## src/rtl/lsu_pkg.sv

```systemverilog
// Shared LSU types: FSM states, access-size codes and bus width.
package lsu_pkg;

  localparam int MEM_BUS = 32;

  typedef enum logic {
    IDLE = 1'b0,
    BUS  = 1'b1
  } state_t;

  localparam logic [1:0] SZ_B = 2'b00;
  localparam logic [1:0] SZ_H = 2'b01;

  localparam logic [2:0] F3_LB  = 3'b000;
  localparam logic [2:0] F3_LH  = 3'b001;
  localparam logic [2:0] F3_LW  = 3'b010;
  localparam logic [2:0] F3_LBU = 3'b100;
  localparam logic [2:0] F3_LHU = 3'b101;

endpackage

```

## src/rtl/lsu_align.sv

```systemverilog
// Byte-lane steering for stores and load extraction/extension.
// Purely combinational; funct3[1:0] sets size, funct3[2] selects zero-extend.
module lsu_align
  import lsu_pkg::*;
(
  input  logic [2:0]         funct3,
  input  logic [1:0]         off,
  input  logic [31:0]        wdata,
  input  logic [31:0]        rdata,
  output logic [3:0]         be,
  output logic [31:0]        wrep,
  output logic [MEM_BUS-1:0] rext,
  output logic               misalign
);

  logic [7:0]  bsel;
  logic [15:0] hsel;
  logic        sx;

  assign bsel = rdata[{off, 3'b000} +: 8];
  assign hsel = off[1] ? rdata[31:16] : rdata[15:0];
  assign sx   = ~funct3[2];

  always_comb begin
    be       = 4'b1111;
    wrep     = wdata;
    rext     = rdata;
    misalign = |off;
    unique case (funct3[1:0])
      SZ_B: begin
        be       = 4'b0001 << off;
        wrep     = {4{wdata[7:0]}};
        rext     = {{24{sx & bsel[7]}}, bsel};
        misalign = 1'b0;
      end
      SZ_H: begin
        be       = off[1] ? 4'b1100 : 4'b0011;
        wrep     = {2{wdata[15:0]}};
        rext     = {{16{sx & hsel[15]}}, hsel};
        misalign = off[0];
      end
      default: ;
    endcase
  end

endmodule

```

## src/rtl/lsu.sv

```systemverilog
// Load/store unit: IDLE/BUS request-acknowledge FSM on the data bus.
// LSU_MISALIGN_EXC_EN: misaligned accesses skip the bus and pulse misalign_o.
module lsu
  import lsu_pkg::*;
(
  input  logic               clk,
  input  logic               rst,
  input  logic               req_i,
  input  logic               we_i,
  input  logic [2:0]         funct3_i,
  input  logic [31:0]        addr_i,
  input  logic [31:0]        wdata_i,
  output logic               busy_o,
  output logic               done_o,
  output logic [MEM_BUS-1:0] rdata_o,
  output logic               misalign_o,
  output logic               dmem_req_o,
  output logic               dmem_we_o,
  output logic [3:0]         dmem_be_o,
  output logic [31:0]        dmem_addr_o,
  output logic [31:0]        dmem_wdata_o,
  input  logic               dmem_ack_i,
  input  logic [31:0]        dmem_rdata_i
);

  state_t             state, state_d;
  logic [2:0]         f3_q, f3_s;
  logic [1:0]         off_q, off_s;
  logic [3:0]         be_s;
  logic [31:0]        wrep_s;
  logic [MEM_BUS-1:0] rext_s;
  logic               mis_s, mis_hit;
  logic               accept, ack;

  // Align unit sees live inputs in IDLE, the latched access in BUS
  assign f3_s   = (state == IDLE) ? funct3_i : f3_q;
  assign off_s  = (state == IDLE) ? addr_i[1:0] : off_q;
  assign accept = (state == IDLE) & req_i;
  assign ack    = (state == BUS) & dmem_ack_i;
  assign busy_o = (state == BUS) | accept;

  lsu_align u_align (
    .funct3   (f3_s),
    .off      (off_s),
    .wdata    (wdata_i),
    .rdata    (dmem_rdata_i),
    .be       (be_s),
    .wrep     (wrep_s),
    .rext     (rext_s),
    .misalign (mis_s)
  );

`ifdef LSU_MISALIGN_EXC_EN
  assign mis_hit = mis_s;
`else
  logic unused_mis;
  assign unused_mis = mis_s;
  assign mis_hit    = 1'b0;
`endif

  always_comb begin
    state_d = state;
    unique case (state)
      IDLE: if (req_i && !mis_hit) state_d = BUS;
      BUS:  if (dmem_ack_i) state_d = IDLE;
    endcase
  end

  always_ff @(posedge clk or posedge rst) begin
    if (rst) state <= IDLE;
    else     state <= state_d;
  end

  always_ff @(posedge clk or posedge rst) begin
    if (rst) begin
      f3_q         <= '0;
      off_q        <= '0;
      done_o       <= 1'b0;
      misalign_o   <= 1'b0;
      rdata_o      <= '0;
      dmem_req_o   <= 1'b0;
      dmem_we_o    <= 1'b0;
      dmem_be_o    <= '0;
      dmem_addr_o  <= '0;
      dmem_wdata_o <= '0;
    end else begin
      done_o     <= 1'b0;
      misalign_o <= 1'b0;
      if (accept) begin
        if (mis_hit) begin
          done_o     <= 1'b1;
          misalign_o <= 1'b1;
        end else begin
          f3_q         <= funct3_i;
          off_q        <= addr_i[1:0];
          dmem_req_o   <= 1'b1;
          dmem_we_o    <= we_i;
          dmem_be_o    <= be_s;
          dmem_addr_o  <= {addr_i[31:2], 2'b00};
          dmem_wdata_o <= wrep_s;
        end
      end else if (ack) begin
        dmem_req_o <= 1'b0;
        dmem_we_o  <= 1'b0;
        done_o     <= 1'b1;
        if (!dmem_we_o) rdata_o <= rext_s;
      end
    end
  end

endmodule

```

## config.mk

```make
export PLATFORM = sky130hd
export DESIGN_NAME = lsu
export DESIGN_NICKNAME = d
export VERILOG_FILES = /design/src/rtl/lsu_pkg.sv /design/src/rtl/lsu_align.sv /design/src/rtl/lsu.sv
export SDC_FILE = /design/constraint.sdc
export NUM_CORES = 1
export LEC_CHECK = 0
export BUFFER_PORTS_ARGS = -buffer_cell sky130_fd_sc_hd__buf_2
export CORE_AREA = 2 2 105 107
export CTS_CLUSTER_DIAMETER = 60
export DETAILED_ROUTE_END_ITERATION = 8
export DIE_AREA = 0 0 107 109
export GPL_TIMING_DRIVEN = 0
export PLACE_DENSITY = 0.87
export SLEW_MARGIN = 20
export SYNTH_ARGS = -nofsm -noshare
export SYNTH_HDL_FRONTEND = slang
export SYNTH_HIERARCHICAL = 1
export SYNTH_SLANG_ARGS = --single-unit
export TNS_END_PERCENT = 5
```

## constraint.sdc

```tcl
create_clock -name clk -period 5.7 [get_ports clk]
set_clock_uncertainty 0.05 [all_clocks]
set_input_delay 0.57 -clock clk [delete_from_list [all_inputs] [get_ports clk]]
set_output_delay 0.57 -clock clk [all_outputs]
set_load 0.01 [all_outputs]
```

==> summary.txt <==
Detailed routing
  • WL final: around 14000 um
  • Initial DRC count: 224
  • Via Count: 4199
  • Via density per instance: 5.36
  • DR DRC count: 0
  • Drt first pass iters: 4
  • Antenna viol nets, final: 0
  • Detail-routed net length per standard cell: 18.5 um

Timing
  • Measured slew at the worst slew-check pin: 0.786 ns
  • # setup viols final: 0
  • Worst slew slack as a fraction of its limit: 47.2%
  • Setup repair after global routing missed its margin: false
  • Count of endpoints failing hold in the final timing report: 0
  • Shortest period the worst path allows: 2.56 ns
  • Count of pins over their slew limit: 0
  • Share of the cycle needed by the critical path after routing: approximately 45%
  • Total negative slack: 0 ns
  • Highest clock rate: between 300 and 400 MHz

Worst setup path
  • Largest driver fanout on the critical path: 10
  • Cell repeated most along the worst path: sky130_fd_sc_hd__mux2_2
  • WP data arrival: 2.76 ns
  • Crit path max-delay cell type: sky130_fd_sc_hd__dfrtp_1
  • Cell family with the largest share of critical-path delay: multiplexers
  • CP Launch Type: flip-flop
  • Largest incremental delay on the critical path: approximately 0.4 ns
  • WP buf/inv: 3
  • CP required: between 5 and 6 ns
  • Series of cell instances along the critical path: buf_2 > mux2_2 > buf_6 > mux2_4 > a21oi_2 > buf_4 > a21oi_1 > mux2_2
  • Endpoint class of the critical path: flip-flop
  • Classification of the worst setup path: flip-flop to flip-flop

Clock network
  • Number of sinks handled by clock tree synthesis: roughly 110
  • CTS tree: built
  • Count of hold-fix buffers inserted at cts: 0
  • Gates resized, CTS repair: 0
  • Buffers from clock root to sink, at most: 2
  • Clk root buf: sky130_fd_sc_hd__clkbuf_8
  • Buffer count from post-CTS setup fixing: 0
  • H-tree levels: 3
  • Number of buffers created by CTS: 9
  • CTS clk-pin slew, worst paths: around 0.10 ns
  • Clock latency on the worst-skew pair: 0.37 ns

Power and ir drop
  • Highest ir drop seen on vdd: around 210 uV
  • Switching share of power: between 30% and 40%
  • Internal power consumption: 1.89 mW
  • PnR Total Power: roughly 2.9 mW
  • Power per unit of standard cell area: approximately 420 nW/um2
  • Sequential Power Share: 40.5%
  • Share of power burned in combinational logic: approximately 44%
  • Relative contribution of the clock network to total power: approximately 15%
  • Sw power: around 1.0 mW
  • Leakage power of the design: between 3 and 4 nW

Final layout
  • Post-route standard cell area excluding fillers: between 7000 and 8000 um2
  • Fraction of final layout cells sized beyond drive strength 1: around 61%
  • Layout fillers: around 820
  • Final #Nets: roughly 740
  • Final Util: about 66%
  • Area added between synthesis and finish: 25.5%

Synth
  • Yosys synthesis warning count: 6
  • Cell Area, Synth: approximately 5600 um2
  • Mean instance size in the synthesized netlist: ~13 um2
  • Instance count of the mapped netlist: 420

Global routing
  • Pin count of the biggest net entering global routing: 75
  • Total global routing overflow: 0
  • Via count of the first global-routing pass: 4246
  • Initial antenna violation count: 2
  • Wire length of the first global-routing pass: approximately 22000 um
  • Overall fraction of global-route tracks in use: approximately a quarter

Floorplanning
  • Initial core utilization: a little over half
  • Number of rows created at floorplan: 38
  • Area of the core region: 10600 um2
  • Floorplan die area: 11700 um2
  • Die Height: about 110 um
  • Die outline width: ~110 um
  • Io pins: 209

Hold path
  • Type of the tightest min-delay check: input pin to asynchronous set/reset pin

Placement
  • Placer Congestion: a little over 0.9
  • Placed wire-length estimate: roughly 11000 um
  • Input/output buffers: 205
  • Placement Cell Area: approximately 7000 um2

Flow run
  • Max capacitance violation total: 0

Run status
  • Run status: complete, no violations
## registers in the layout, indices dropped and copies added (netlist names)
register      cells
rdata_o          32
dmem_addr_o      30
dmem_req_o        1
state             1
dmem_we_o         1
dmem_wdata_o     32
off_q             2
dmem_be_o         4
f3_q              3
done_o            1
## final cells by class
type	count	area (um2)	share of cell area (%)
antenna	1	2.50	0.0357
buffer	40	310	4.42
timing repair buffer	206	1050	15.0
clock buffer	10	138	1.96
tap	140	175	2.50
clock inverter	5	45.0	0.642
sequential	107	2680	38.2
multi-input combinational	272	2590	37.0
inverter	3	16.3	0.232
## cells in the final DEF, fill, tap and decap left out, drive strengths merged, types with 10 or more instances in the layout
master and n:
nand2 18, clkbuf 17, mux2 125, buf 239, nor2 12, mux2i 16, dfrtp 107, o21ai 16
nor2b 10, a21oi 34
## power by group through the flow
stage               clock [mW]  sequential [mW]  combinational (mW)
floorplan                    0             1.31               0.690
global placement             0             1.18                1.26
detailed placement           0             1.20                1.30
CTS                      0.460             1.19                1.31
global route             0.489             1.22                1.39
finish                   0.447             1.19                1.30
## stage by stage
stage	worst slack [ns]	cells	hold slack, ns
floorplan	2.26	422	0.424
global placement	1.21	767	0.433
detailed placement	3.19	768	0.440
CTS	3.16	783	0.116
global route	3.02	784	0.127
finish	3.14	784	0.122
## worst register-to-register path: cells and delay by family (launching register included)
family | cells | cell delay, ns
DFF | 1 | 0.39
muxes | 3 | 0.94
buffers and inverters | 3 | 0.63
AOI/OAI and AO/OA | 2 | 0.42
## worst paths after layout
path                                  from          endpoint  slack [ns]  cells after the start
max                                  state       rdata_o[28]        3.14                      8
min                                    rst   dmem_addr_o[27]        0.12                      2
max reg2reg                          state       rdata_o[28]        3.14                      8
min reg2reg                dmem_addr_o[27]   dmem_addr_o[27]        0.46                      1
max in group asynchronous              rst  dmem_wdata_o[11]        4.84                      3
min in group clk                 addr_i[8]    dmem_addr_o[8]        0.37                      2
## metal layers
| metal | vias up | GRT usage, % | share of wire (%) |
|---|---|---|---|
| met3 | 52 | 3.65 | 5.7 |
| met2 | 198 | 41.9 | 48 |
| met1 | 2031 | 31.5 | 41 |
| met4 | 2 | 13.5 | 4.3 |
| li1 | 1916 | - | - |
| met5 | - | 0 | 0.076 |
(Power assumes the default switching activity.)
